<file path="src/rtl/gpio_in_debounce.sv">
// Switch/pushbutton input port: two-flop synchroniser, per-bit debouncer,
// rising-edge pending flags with interrupt enables, behind a 16-byte bus window.
module gpio_in_debounce #(
    parameter int          N_SW            = 8,
    parameter int          N_BTN           = 3,
    parameter int          DEBOUNCE_CYCLES = 16000,
    parameter logic [31:0] BASE_ADDR       = 32'h0300_0000
) (
    input  logic             clk,
    input  logic             reset,
    input  logic [N_SW-1:0]  sw_in,
    input  logic [N_BTN-1:0] btn_in,
    input  logic             mem_valid,
    input  logic [31:0]      mem_addr,
    input  logic [31:0]      mem_wdata,
    input  logic [3:0]       mem_wstrb,
    output logic             mem_ready,
    output logic [31:0]      mem_rdata,
    output logic [N_BTN-1:0] irq
);

    localparam int unsigned W  = N_SW + N_BTN;
    localparam int unsigned CW = (DEBOUNCE_CYCLES > 1) ? $clog2(DEBOUNCE_CYCLES) : 1;
    localparam logic [CW-1:0] CNT_MAX = CW'(DEBOUNCE_CYCLES - 1);

    logic [W-1:0]     sync1;
    logic [W-1:0]     sync2;
    logic [W-1:0]     stable;
    logic [W-1:0]     stable_d;
    logic [CW-1:0]    cnt [W];
    logic [N_BTN-1:0] pending;
    logic [N_BTN-1:0] enable;
    logic [N_BTN-1:0] rise;
    logic [N_BTN-1:0] clr;
    logic             done;
    logic             sel;
    logic             ack;
    logic             wr;
    logic [1:0]       off;
    logic [31:0]      state_view;
    logic [31:0]      raw_view;
    logic [31:0]      rd;
    logic             unused_bits;

    assign unused_bits = ^{mem_addr[1:0], mem_wstrb[3:1], mem_wdata[31:N_BTN]};

    always_ff @(posedge clk) begin
        if (reset) begin
            sync1    <= '0;
            sync2    <= '0;
            stable   <= '0;
            stable_d <= '0;
            for (int unsigned i = 0; i < W; i++) cnt[i] <= '0;
        end else begin
            sync1    <= {btn_in, sw_in};
            sync2    <= sync1;
            stable_d <= stable;
            // Any sample matching the accepted level restarts that bit's count.
            for (int unsigned i = 0; i < W; i++) begin
                if (sync2[i] == stable[i]) begin
                    cnt[i] <= '0;
                end else if (cnt[i] == CNT_MAX) begin
                    stable[i] <= sync2[i];
                    cnt[i]    <= '0;
                end else begin
                    cnt[i] <= cnt[i] + 1'b1;
                end
            end
        end
    end

    assign rise = stable[W-1:N_SW] & ~stable_d[W-1:N_SW];

    // done blocks a second ack while the same request is still held.
    assign sel = mem_valid && (mem_addr[31:4] == BASE_ADDR[31:4]);
    assign ack = sel && !mem_ready && !done;
    assign off = mem_addr[3:2];
    assign wr  = ack && mem_wstrb[0];

    always_comb begin
        state_view = '0;
        raw_view   = '0;
        state_view[N_SW-1:0]  = stable[N_SW-1:0];
        state_view[16+:N_BTN] = stable[W-1:N_SW];
        raw_view[N_SW-1:0]    = sync2[N_SW-1:0];
        raw_view[16+:N_BTN]   = sync2[W-1:N_SW];
    end

    always_comb begin
        rd = '0;
        case (off)
            2'd0: rd = state_view;
            2'd1: rd[N_BTN-1:0] = pending;
            2'd2: rd[N_BTN-1:0] = enable;
            default: rd = raw_view;
        endcase
    end

    always_comb begin
        clr = '0;
        if (wr && off == 2'd1) clr = mem_wdata[N_BTN-1:0];
    end

    always_ff @(posedge clk) begin
        if (reset) begin
            mem_ready <= 1'b0;
            mem_rdata <= '0;
            done      <= 1'b0;
            pending   <= '0;
            enable    <= '0;
            irq       <= '0;
        end else begin
            mem_ready <= ack;
            mem_rdata <= ack ? rd : '0;
            done      <= sel && (done || ack);
            pending   <= (pending & ~clr) | rise;
            irq       <= pending & enable;
            if (wr && off == 2'd2) enable <= mem_wdata[N_BTN-1:0];
        end
    end

endmodule

</file>
<file path="config.mk">
export PLATFORM = sky130hd
export DESIGN_NAME = gpio_in_debounce
export DESIGN_NICKNAME = d
export VERILOG_FILES = /design/src/rtl/gpio_in_debounce.sv
export SDC_FILE = /design/constraint.sdc
export NUM_CORES = 1
export LEC_CHECK = 0
export CAP_MARGIN = 30
export CORE_AREA = 2 2 202 125
export CTS_CLUSTER_DIAMETER = 120
export DETAILED_ROUTE_END_ITERATION = 8
export DIE_AREA = 0 0 204 127
export PLACE_DENSITY_LB_ADDON = 0.08
export SLEW_MARGIN = 20
export SYNTH_ARGS = -nofsm -noshare
export SYNTH_HDL_FRONTEND = slang
export SYNTH_SLANG_ARGS = --single-unit
</file>
<file path="constraint.sdc">
create_clock -name clk -period 2 [get_ports clk]
set_clock_uncertainty 0.2 [all_clocks]
set_input_delay 0.5 -clock clk [delete_from_list [all_inputs] [get_ports clk]]
set_output_delay 0.5 -clock clk [all_outputs]
set_load 0.02 [all_outputs]
</file>
==> metrics.md <==
| Metric | Value |
|---|---|
| Pre-antenna DRT Iters | 5 |
| Post-synthesis mux area share | 1.99% |
| Hold Path Class | in -> reg |
| Std-Cell Rows | 44 |
| First-pass GRT wire length | 33,900 µm |
| Worst Hold Endpoint | stable[5]$_SDFFE_PP0N_ |
| Pwr Density | 717 nW/µm² |
| Final core occ | 58.3% |
| Max Root-Sink Buffers | 3 |
| Setup WS pre-CTS | -0.640 ns |
| Mean Syn Cell Area | 10.8 µm² |
| Xor and xnor area share after synthesis | 11.5% |
| Status | completed |
| CTS root buf | clkbuf_16 |
| Initial antenna violation count | 0 |
| Cts hold-fix bufs | 0 |
| Placeable Area | 23,900 µm² |
| VDD IR max | 0.584 mV |
| Setup crit start kind | input pin |
| Period utilization | 98.4% |
| CTS tree | built |
| Port Buffers | 62 |
| Clock transition at path regs | 0.07 ns |
| Final wirelength | 21,300 µm |
| Post-synth EDFFs | 154 |
| WL/cell | 13.0 µm |
| Largest family of logic cells by synthesized area | simple AND/OR/NAND/NOR gates |
| Distinct cells, synth | 45 |
| CP endpoint kind | flip-flop |
| Clk_lat worst skew | 0.51 ns |
| Htree depth | 1 |
| R2R Path End | cnt[6][13]$_SDFFCE_PN0P_ |
| Initial core utilization | 43.6% |
| Final hold viol count | 0 |
| Layout cells sized above 1 | 17.2% |
| # DRC | 0 |
| Hold path depth | 3 |
| R2r startpoint | cnt[6][3]$_SDFFCE_PN0P_ |
| Total CTS buffers | 22 |
| Post-Syn Instances | 965 |
| GRT Residual Overflow | 0 |
| FF+latch count, synth | 212 |
| FFs w/ async S/R, synth | 0% |
| CP Data Arrival Time | 2.23 ns |
| Pin count of the biggest net entering global routing | 27 |
| # fillers | 2,124 |
| Max Slew Vio Count | 0 |
| WHS | 0.225 ns |
| Synth Area in Compound Gates | 1.59% |
| Slack of the worst reg-to-reg path | 0.04 ns |
| ANT cells | 0 |
| RSZ-0062 raised after global routing | true |
| Final setup fails | 0 |
| Vias in the first global route | 6,923 |
| Routed vias/inst | 4.54 |
| Die area | 25,900 µm² |
| WP data required | 2.26 ns |
| Worst-case reg-to-reg path depth | 4 |
| Synth Area in Simple Gates | 23.8% |
| Max Fclk | 508 MHz |
| Via Count | 7,456 |
| Area growth, synth to finish | 33.8% |
| CP Class | in -> reg |
| Die W | 204 µm |
| Synth Warn # | 0 |
| Synth Area in Adders | 1.32% |
| # nets final | 1,398 |
| Final ANT Viol Nets | 0 |
| Die Y | 127 µm |
| # IOs | 118 |
| Worst Min Path Start | reset |
| Max-Cap Viols | 0 |
| Max FO, Critical Path | 6 |
| Syn Std Cell Area | 10,400 µm² |
| Leakage | 0.00540 µW |
| Routability congestion estimate | 0.780 |
| Min cycle time layout | 1.97 ns |
| Gr usage total | 16.1% |
| Dpl hpwl | 14,900 µm |
| Clock sink count | 212 |
| Sequential area share after synthesis | 55.5% |
| Drt initial violations | 354 |
| Top_reg_cell synth | edfxtp_1 |
| Worst setup margin | 0.0329 ns |
## worst max-delay path by stage
stage | startpoint | endpoint | slack [ns] | cells after the start
finish | mem_addr[24] | mem_rdata[0]$_SDFF_PP0_ | 0.03 | 5
global route | cnt[4][0]$_SDFFCE_PN0P_ | cnt[4][10]$_SDFFCE_PN0P_ | -0.04 | 6
CTS | mem_addr[19] | mem_rdata[0]$_SDFF_PP0_ | 0.0006 | 5
detailed placement | mem_addr[27] | mem_rdata[0]$_SDFF_PP0_ | -0.64 | 5
global placement | mem_addr[27] | mem_rdata[1]$_SDFF_PP0_ | -0.64 | 5
floorplan | cnt[1][0]$_SDFFCE_PN0P_ | cnt[1][10]$_SDFFCE_PN0P_ | 0.002 | 7
## logic make-up after synthesis
family                     Yosys count
and+or+nand+nor                    478
xor gates and xnor gates           137
buffers and inverters               84
DFF                                212
muxes                               17
AOI/OAI and AO/OA                   24
adders and majority gates           11
other                                2
## cell type report
| cell class | instances | area, µm² | area share (%) |
|---|---|---|---|
| sequential | 212 | 5790 | 41.5 |
| multi-input combinational | 847 | 5220 | 37.4 |
| timing repair buffer | 182 | 1600 | 11.5 |
| clock buffer | 33 | 711 | 5.10 |
| tap | 322 | 403 | 2.89 |
| inverter | 40 | 150 | 1.08 |
| clock inverter | 7 | 67.6 | 0.485 |
## state kept, by name (all words and copies together) (netlist names)
name and flops:
mem_rdata 11, stable 11, done 1, mem_ready 1
irq 3, sync1 11, enable 3, cnt 154
stable_d 3, sync2 11, pending 3
## cell usage in the layout (no fill, tap or decap), types with 26 or more instances in the layout
cell type,n
nor4_1,28
clkdlybuf4s50_1,29
edfxtp_1,154
nor2_1,187
xor2_1,43
nand4_1,36
clkbuf_16,26
dfxtp_1,58
nand2_1,34
conb_1,175
inv_1,40
buf_4,114
xnor2_1,94
nand3_1,43
## cell usage after synthesis (4+ instances only)
| library cell | count | area share (%) |
|---|---|---|
| a21oi_1 | 6 | 0.29 |
| a22oi_1 | 8 | 0.58 |
| and2_1 | 5 | 0.30 |
| and3_1 | 5 | 0.30 |
| buf_2 | 11 | 0.53 |
| buf_4 | 23 | 1.7 |
| clkbuf_1 | 8 | 0.29 |
| dfxtp_1 | 58 | 11 |
| edfxtp_1 | 154 | 44 |
| ha_1 | 11 | 1.3 |
| inv_1 | 40 | 1.4 |
| mux2i_1 | 14 | 1.3 |
| nand2_1 | 34 | 1.2 |
| nand2b_1 | 17 | 1.0 |
| nand3_1 | 44 | 2.1 |
| nand4_1 | 36 | 2.2 |
| nand4_2 | 4 | 0.48 |
| nor2_1 | 187 | 6.7 |
| nor2b_1 | 25 | 1.5 |
| nor3_1 | 23 | 1.1 |
| nor4_1 | 50 | 3.0 |
| o31ai_1 | 4 | 0.29 |
| or2_2 | 8 | 0.48 |
| or3_1 | 5 | 0.30 |
| or3_4 | 4 | 0.43 |
| or3b_2 | 6 | 0.50 |
| or4_1 | 4 | 0.29 |
| xnor2_1 | 94 | 7.9 |
| xor2_1 | 43 | 3.6 |
## metrics by stage
step                      instances  setup TNS (ns)  area [µm²]  power, µW
after floorplan                1138               0       11100       5440
after global placement         1593          -10.16       12800       5690
after detailed placement       1593          -10.06       12800       5690
after CTS                      1633               0       13600      10100
after global routing           1643          -0.130       13900      10400
final                          1643               0       13900      10000
## worst max-delay path: stages
cell and delay, ns:
clkdlybuf4s50_1 0.46, nor4b_4 0.18, nand4_1 0.21, or4b_4 0.65, and2b_1 0.23
## power by group
group / switching, µW / total [µW] / internal, µW
Combinational: 331 / 648 / 317
Sequential: 127 / 4990 / 4870
Clock: 1750 / 4360 / 2610
## timing repair
item / CTS / global route
buffers inserted: 0 / 5
resized for setup: 23 / 59
endpoints found under the hold margin: 0 / 0
setup endpoints to repair: 63 / 107
cloned: 0 / 5
pin swaps: 1 / 25
## layer usage
| layer | vias up | share of wire [%] | global-route usage [%] |
|---|---|---|---|
| met4 | 0 | 1.4 | 3.32 |
| li1 | 3922 | - | - |
| met2 | 70 | 43 | 23.5 |
| met3 | 25 | 3.1 | 3.19 |
| met1 | 3439 | 52 | 24.6 |
| met5 | - | 0 | 0 |
Note: power is estimated with default switching activity, not from simulation.
